### config.mk
export PLATFORM = sky130hd
export DESIGN_NAME = alarm_interval_timer
export DESIGN_NICKNAME = d
export VERILOG_FILES = /design/src/rtl/antitheft_pkg.sv /design/src/rtl/interval_param_regs.sv /design/src/rtl/alarm_interval_timer.sv
export SDC_FILE = /design/constraint.sdc
export NUM_CORES = 1
export LEC_CHECK = 0
export ABC_AREA = 1
export BUFFER_PORTS_ARGS = -buffer_cell sky130_fd_sc_hd__buf_2
export CAP_MARGIN = 0
export CORE_MARGIN = 1
export CORE_UTILIZATION = 35
export CTS_CLUSTER_DIAMETER = 30
export CTS_CLUSTER_SIZE = 16
export DETAILED_ROUTE_END_ITERATION = 7
export HOLD_SLACK_MARGIN = 0.06
export MAX_ROUTING_LAYER = met4
export SLEW_MARGIN = 20
export SYNTH_ARGS = -nofsm -noshare
export SYNTH_HDL_FRONTEND = slang
export SYNTH_SLANG_ARGS = --single-unit
export TNS_END_PERCENT = 100
### constraint.sdc
create_clock -name clk -period 2.4 [get_ports clk]
set_input_delay 0 -clock clk [delete_from_list [all_inputs] [get_ports clk]]
set_output_delay 0 -clock clk [all_outputs]
set_load 0.05 [all_outputs]
### src/rtl/antitheft_pkg.sv
// Shared definitions for the anti-theft controller.
// Holds the interval table index constants, the reset defaults for each
// interval (in seconds) and the state encoding of the interval timer FSM.
package antitheft_pkg;

  // Index of each entry in the interval table
  localparam logic [1:0] T_ARM_DELAY       = 2'd0;
  localparam logic [1:0] T_DRIVER_DELAY    = 2'd1;
  localparam logic [1:0] T_PASSENGER_DELAY = 2'd2;
  localparam logic [1:0] T_ALARM_ON        = 2'd3;

  // Reset contents of the interval table, in seconds
  localparam logic [3:0] DEFAULT_ARM_DELAY       = 4'd6;
  localparam logic [3:0] DEFAULT_DRIVER_DELAY    = 4'd8;
  localparam logic [3:0] DEFAULT_PASSENGER_DELAY = 4'd15;
  localparam logic [3:0] DEFAULT_ALARM_ON        = 4'd10;

  // Interval timer FSM states
  typedef enum logic {
    TIMER_IDLE = 1'b0,
    TIMER_RUN  = 1'b1
  } timer_state_t;

endpackage

### src/rtl/interval_param_regs.sv
// Interval table: four 4-bit user-programmable delay entries.
// Ports:
//   clk, rst        clock and asynchronous active-high reset
//   wr_en           one-cycle write strobe
//   wr_sel          entry to write
//   wr_value        value to write in seconds (0 is stored as 1)
//   rd_sel          entry to read
//   rd_value        combinational read of entry rd_sel (pre-write contents)
module interval_param_regs
  import antitheft_pkg::*;
#(
  parameter logic [3:0] DEF_ARM_DELAY       = DEFAULT_ARM_DELAY,
  parameter logic [3:0] DEF_DRIVER_DELAY    = DEFAULT_DRIVER_DELAY,
  parameter logic [3:0] DEF_PASSENGER_DELAY = DEFAULT_PASSENGER_DELAY,
  parameter logic [3:0] DEF_ALARM_ON        = DEFAULT_ALARM_ON
) (
  input  logic       clk,
  input  logic       rst,
  input  logic       wr_en,
  input  logic [1:0] wr_sel,
  input  logic [3:0] wr_value,
  input  logic [1:0] rd_sel,
  output logic [3:0] rd_value
);

  logic [3:0] table_q [4];

  // Table storage. A programmed 0 is clamped to 1 so that a started
  // interval always lasts at least one tick and the counter never
  // starts at zero.
  always_ff @(posedge clk or posedge rst) begin
    if (rst) begin
      table_q[T_ARM_DELAY]       <= DEF_ARM_DELAY;
      table_q[T_DRIVER_DELAY]    <= DEF_DRIVER_DELAY;
      table_q[T_PASSENGER_DELAY] <= DEF_PASSENGER_DELAY;
      table_q[T_ALARM_ON]        <= DEF_ALARM_ON;
    end else if (wr_en) begin
      table_q[wr_sel] <= (wr_value == 4'd0) ? 4'd1 : wr_value;
    end
  end

  // Read port sees the registered contents, so a start coinciding with
  // a write to the same entry picks up the old value.
  assign rd_value = table_q[rd_sel];

endmodule

### src/rtl/alarm_interval_timer.sv
// Seconds-based interval timer for the anti-theft controller.
// Counts the selected table interval down on each 1 Hz enable and pulses
// expired for one cycle when it elapses.
// Ports:
//   clk, rst        100 MHz clock and asynchronous active-high reset
//   one_hz_enable   one-cycle tick, once per second
//   prog_sync       one-cycle write strobe for the interval table
//   time_param_sel  table entry to write
//   time_value      value to write, in seconds
//   interval        table entry to time on start
//   start_timer     one-cycle start/restart request
//   expired         one-cycle pulse when the interval elapses
//   busy            high while counting
//   remaining       seconds left; 0 when idle
module alarm_interval_timer
  import antitheft_pkg::*;
#(
  parameter logic [3:0] DEF_ARM_DELAY       = DEFAULT_ARM_DELAY,
  parameter logic [3:0] DEF_DRIVER_DELAY    = DEFAULT_DRIVER_DELAY,
  parameter logic [3:0] DEF_PASSENGER_DELAY = DEFAULT_PASSENGER_DELAY,
  parameter logic [3:0] DEF_ALARM_ON        = DEFAULT_ALARM_ON
) (
  input  logic       clk,
  input  logic       rst,
  input  logic       one_hz_enable,
  input  logic       prog_sync,
  input  logic [1:0] time_param_sel,
  input  logic [3:0] time_value,
  input  logic [1:0] interval,
  input  logic       start_timer,
  output logic       expired,
  output logic       busy,
  output logic [3:0] remaining
);

  timer_state_t state;
  logic [3:0]   interval_value;

  interval_param_regs #(
    .DEF_ARM_DELAY       (DEF_ARM_DELAY),
    .DEF_DRIVER_DELAY    (DEF_DRIVER_DELAY),
    .DEF_PASSENGER_DELAY (DEF_PASSENGER_DELAY),
    .DEF_ALARM_ON        (DEF_ALARM_ON)
  ) u_params (
    .clk      (clk),
    .rst      (rst),
    .wr_en    (prog_sync),
    .wr_sel   (time_param_sel),
    .wr_value (time_value),
    .rd_sel   (interval),
    .rd_value (interval_value)
  );

  // Timer FSM and down-counter with registered outputs. A start always
  // takes priority over a tick, both from IDLE and as a restart in RUN,
  // so a coincident tick is simply not counted.
  always_ff @(posedge clk or posedge rst) begin
    if (rst) begin
      state     <= TIMER_IDLE;
      remaining <= 4'd0;
      busy      <= 1'b0;
      expired   <= 1'b0;
    end else begin
      expired <= 1'b0;
      case (state)
        TIMER_IDLE: begin
          if (start_timer) begin
            remaining <= interval_value;
            busy      <= 1'b1;
            state     <= TIMER_RUN;
          end
        end
        TIMER_RUN: begin
          if (start_timer) begin
            remaining <= interval_value;
          end else if (one_hz_enable) begin
            // The <= guard keeps the counter from ever wrapping below 0
            if (remaining <= 4'd1) begin
              remaining <= 4'd0;
              expired   <= 1'b1;
              busy      <= 1'b0;
              state     <= TIMER_IDLE;
            end else begin
              remaining <= remaining - 4'd1;
            end
          end
        end
        default: begin
          state     <= TIMER_IDLE;
          remaining <= 4'd0;
          busy      <= 1'b0;
        end
      endcase
    end
  end

endmodule

# [Word level (Yosys, flattened, before mapping)]
# Index checks and enable logic that the tools add are counted.
[totals] elab_cells=51 in_bits=13 regBits=23 out_inout_bits=6
[op_classes] n_bitwise=3 n_lt_le_gt_ge=4 add_sub_neg=1 n_reduce_logical=4 eq_ne=5 n_mux=26
[op_table] operator="4-bit 2-to-1 mux" n=8
[op_table] operator="16-bit bitwise mux" n=1
[op_table] operator="1-bit 2-to-1 mux" n=12
[op_table] operator="4-bit binary-select mux with 2-bit select" n=1
[op_table] operator="4-bit demux with 2-bit select" n=1
[op_table] operator="4-bit case mux with 2 select lines" n=1
[op_table] operator="3-bit greater-or-equal comparator (second input constant)" n=2
[op_table] operator="2-bit != test (second input constant)" n=3
[op_table] operator="2-bit inverter with 3-bit output" n=2
[op_table] operator="4-bit by 1-bit less-or-equal comparator with 1-bit output (second input constant)" n=1
[op_table] operator="4-bit zero test" n=1
[op_table] operator="1-bit case mux with 2 select lines" n=2
[op_table] operator="4-bit AND reduction" n=1
[op_table] operator="4-bit by 1-bit subtractor with 4-bit output (second input constant)" n=1
[op_table] operator="3-bit by 1-bit less-than comparator with 1-bit output (second input constant)" n=1
[op_table] operator="3-bit != test (second input constant)" n=1
[op_table] operator="2-bit by 1-bit != test with 1-bit output (second input constant)" n=1
[op_table] operator="2-bit AND reduction" n=1
[op_table] operator="1-bit logical AND" n=1
[op_table] operator="1-bit inverter" n=1

# [Longest topological paths before layout]
[depth] depth_word=6 ltp_mapped=9 mapped_depth_nobuf=9

# [Modules after synthesis]
# From an unflattened synthesis, not the netlist that was laid out.
[unflattened] hier_cells=161 area_unflattened_um2=1268.7
[by_module_without_submodules] mod="interval_param_regs" area_each_um2=820.8 instances=1 cells_each=101 seq_area_each_um2=411.6
[by_module_without_submodules] mod="alarm_interval_timer" area_each_um2=447.9 instances=1 cells_each=60 seq_area_each_um2=175.2

# [Worst setup path after synthesis]
# No wires, ideal clock.
[synth_path] kind="reg2reg" from="register remaining[0]" to="register remaining[0]" arrival_ns=1.420 path_buffers=0 period_less_slack_ns=1.487 setup_slack_ns=0.913 stages_incl_launch_ff=10 cell_sequence="dfrtp_1 inv_1 ha_1 inv_1 nand2_1 nand2_1 nand2_1 o21ai_1 nand2_1 nand2_1"
[synth_via] elab_chain_len=5
[synth_rtl] item="start, declared" line_no="alarm_interval_timer.sv:33" text="output logic [3:0] remaining"
[synth_rtl] item="start signal, assigned" line_no="alarm_interval_timer.sv:68" text="remaining <= interval_value;"
[synth_rtl] item="start signal, assigned" line_no="alarm_interval_timer.sv:75" text="remaining <= interval_value;"
[synth_rtl] item="start signal, assigned" line_no="alarm_interval_timer.sv:84" text="remaining <= remaining - 4'd1;"
[synth_rtl] item="4-bit by 1-bit subtractor with 4-bit output or 4-bit by 1-bit less-or-equal comparator with 1-bit output (tied branches)" line_no="alarm_interval_timer.sv:84, alarm_interval_timer.sv:78"
[synth_rtl] item="4-bit 2-to-1 mux (*)" line_no="alarm_interval_timer.sv:78" text="if (remaining <= 4'd1) begin"
[synth_rtl] item="4-bit 2-to-1 mux (*)" line_no="alarm_interval_timer.sv:76" text="end else if (one_hz_enable) begin"
[synth_rtl] item="4-bit 2-to-1 mux (*)" line_no="alarm_interval_timer.sv:74" text="if (start_timer) begin"
[synth_rtl] item="4-bit case mux with 2 select lines (*)" line_no="alarm_interval_timer.sv:65" text="case (state)"
# Mark *: on every way between the ends. The rest lies on a longest branch, timed or not. The select of a mux whose other input is x is not followed.
# A chain may end at the register's enable or synchronous reset.

# [Worst setup path in the final report]
[layout_path] from="register remaining[0]" to="register state"
[layout_via] elab_chain_len=5
[layout_rtl] item="4-bit by 1-bit less-or-equal comparator with 1-bit output" line_no="alarm_interval_timer.sv:78"
[layout_rtl] item="1-bit 2-to-1 mux" line_no="alarm_interval_timer.sv:78"
[layout_rtl] item="1-bit 2-to-1 mux" line_no="alarm_interval_timer.sv:76"
[layout_rtl] item="1-bit 2-to-1 mux" line_no="alarm_interval_timer.sv:74"
[layout_rtl] item="1-bit case mux with 2 select lines" line_no="alarm_interval_timer.sv:65"
[layout_rtl] item="end signal, assigned" line_no="alarm_interval_timer.sv:70" text="state <= TIMER_RUN;"
[layout_rtl] item="end signal, assigned" line_no="alarm_interval_timer.sv:82" text="state <= TIMER_IDLE;"
[layout_rtl] item="end signal, assigned" line_no="alarm_interval_timer.sv:89" text="state <= TIMER_IDLE;"
[layout_rtl] item="end, declared" line_no="alarm_interval_timer.sv:36" text="timer_state_t state;"
# No other way between the ends.

==> summary.txt <==
Worst setup path
  – Max FO, Critical Path: 6
  – Most frequent CP cell: nand2_1
  – Slowest stage cell, crit path: dlygate4sd3_1
  – CP delay by family, top: buffers and inverters
  – CP cell instances: inv_1 > ha_1 > inv_1 > nand2_1 > nand3_1 > nand2_1 > nand2_1 > dlygate4sd3_1
  – CP max stage delay: 0.55 ns
  – FF-to-FF setup slack: 0.69 ns
  – Reg2reg start: remaining[0]
  – WP data arrival: 1.91 ns
  – Worst setup path startpoint: remaining[0]
  – CP Capture Type: register
  – Req. time, crit path: 2.60 ns
  – Crit path buf inv count: 3
  – Crit start category: register
  – Setup Crit Path Kind: reg -> reg

Timing
  – Final Cycle Share: 0.714
  – Worst Max-Slew Pin Slew: 0.861 ns
  – Post-route setup slack: 0.686 ns
  – Hold Fails Final Rpt: 0
  – Setup TNS: 0 ns
  – Clock Skew: 0.000825 ns
  – Slew Viols, Final: 0
  – RSZ-0062 raised after global routing: false
  – Count of endpoints failing setup in the final report: 0
  – Relative slew margins: 0.426
  – Max Freq: 584 MHz
  – Final min period: 1.71 ns

Clocking
  – Clock sink total: 23
  – CTS tree: built
  – H-tree levels: 1
  – CTS Buf Count: 3
  – Clk Latency, worst-skew pair: 0.30 ns
  – Root Buffer: clkbuf_4
  – Clock Path Buffers: 2
  – Clk pin slew, worst setup/hold paths: 0.12 ns

Power and ir drop
  – PD cells: 724 nW/um2
  – Leakage: 0.753 nW
  – Peak supply drop: 0.000331 V

Drt
  – WL/cell: 11.1 um
  – Drt pass-1 iters: 4
  – Via/cell ratio: 4.53
  – Drc violations: 0
  – Routed WL: 2.57 mm
  – Post-route ant nets: 0
  – Initial DRC count: 34
  – Vias: 1,047

Yosys
  – Mapped cell area: 1210 um2
  – Cell taking the most area after synthesis: dfrtp_1
  – Post-synthesis net count: 166
  – Synth warn: 0
  – Number of synthesized register bits: 23
  – Syn_area_per_cell: 8.00 um2
  – Post-synthesis sequential area ratio: 0.486
  – Top cells by area, synth: dfrtp_1 29%, dfstp_2 20%, nand2_1 14%
  – Share of the synthesized area in the top cell type: 0.290
  – Post-Synthesis Cells: 151
  – Yosys cell types: 18

Floorplan
  – Die area: 3690 um2
  – Core Region: 3150 um2
  – I/O Pins: 19
  – Initial Util: 0.383
  – Die X: 60.8 um
  – Row count: 20
  – Die Y: 60.8 um

Cells and area
  – Final instance area: 1520 um2
  – # nets final: 203
  – Fillers: 334
  – Share of cells above drive strength 1: 0.262
  – ANT cells: 0
  – Area Overhead vs Synth: 25.7%

Global route
  – First-pass GRT wire length: 4.37 mm
  – Initial antenna violation count: 0
  – Number of global-route vias before repair: 1,036
  – GRT Util Overall: 0.166
  – Total grt overflow: 0
  – Largest net degree at the start of global routing: 24

Min path
  – Worst Hold Launch: interval[1]
  – Min-delay worst type: in -> reg

Place
  – Post-Place Cell Area: 1340 um2
  – Detail Placement HPWL: 1.81 mm
  – Port Buffers: 18
  – Placement Setup Slack: 1.15 ns
  – Final GP Congestion: 0.780

Job
  – Max-Cap Viols: 0

Outcome
  – Outcome: complete, no violations
-- where the power goes --
| group | total (mW) | internal (mW) | switching, mW |
|---|---|---|---|
| registers | 0.536 | 0.478 | 0.0579 |
| logic | 0.388 | 0.133 | 0.255 |
| clock network | 0.175 | 0.0648 | 0.110 |
| total | 1.10 | 0.676 | 0.423 |
-- area by class of cell --
cell class                      instances  area [um2]  area share
Multi-Input combinational cell        104         517       0.340
Tap cell                               44        55.1      0.0362
Inverter                               23        93.8      0.0618
Sequential cell                        23         587       0.386
Timing Repair Buffer                   33         240       0.158
Clock buffer                            4        26.3      0.0173
-- per-stage QoR --
stage	util	power (mW)	std cells	hold slack, ns
3_3_place_gp	0.426	0.894	212	0.213
5_1_grt	0.482	1.17	231	0.156
2_1_floorplan	-	0.815	151	-0.00475
3_5_place_dp	0.426	0.908	212	0.230
6_report	0.482	1.10	231	0.118
4_1_cts	0.482	1.11	231	0.103
-- sequential cells by signal, summed over array words and instances (netlist names) --
register	flops
expired	1
busy	1
state	1
remaining	4
u_params.table_q	16
-- cells in the final DEF, fill, tap and decap left out --
cell type / count
nand2_2: 5
clkbuf_4: 3
nor2_1: 8
nand3_1: 10
nand3_2: 5
clkbuf_1: 1
dfstp_2: 9
ha_1: 2
o21ai_1: 20
dfrtp_1: 14
dlygate4sd3_1: 15
a31oi_1: 1
buf_2: 18
inv_8: 1
o211ai_1: 1
nand2_1: 45
inv_2: 3
o211ai_2: 1
a21oi_1: 2
inv_1: 19
nor2_2: 4
-- synth_stat cells --
cell type   n
inv_8       1
nor2_1      8
inv_1      19
o21ai_1    20
nand3_1    10
buf_6       1
a31oi_1     1
a21oi_1     2
inv_2       3
o211ai_1    1
ha_1        2
nand2_2     5
dfstp_2     9
nand3_2     5
o211ai_2    1
nor2_2      4
dfrtp_1    14
nand2_1    45
-- metal layers --
layer	vias up	track usage	routed length (um)
met4	0	0.0584	10
met2	19	0.301	1300
met5	-	-	0
li1	552	-	-
met1	474	0.187	1190
met3	2	0.0192	65
-- logic make-up after synthesis --
family,Yosys count,synth area share
flip-flops,23,0.486
buffers and inverters,24,0.0870
adder cells (fa/ha/maj),2,0.0207
AO/OA/AOI/OAI,25,0.113
AND/OR/NAND/NOR,77,0.294
-- worst paths after layout --
check	cells after the start	to
max reg2reg	8	state
max	8	state
min	5	remaining[0]
max in group asynchronous	3	u_params.table_q[12]
min reg2reg	2	u_params.table_q[6]
min in group asynchronous	3	busy
-- repair_timing --
action	4_1_cts	5_1_grt
hold buffers	15	0
buffers inserted	0	0
endpoints found under the hold margin	37	0
gates resized for setup	0	0
-- tightest hold or removal path: cells and delay by family --
kind	cells	cell delay, ns
buf+inv	1	0.14
simple gates	4	0.26
No activity file was read; power rests on OpenSTA's default activity.
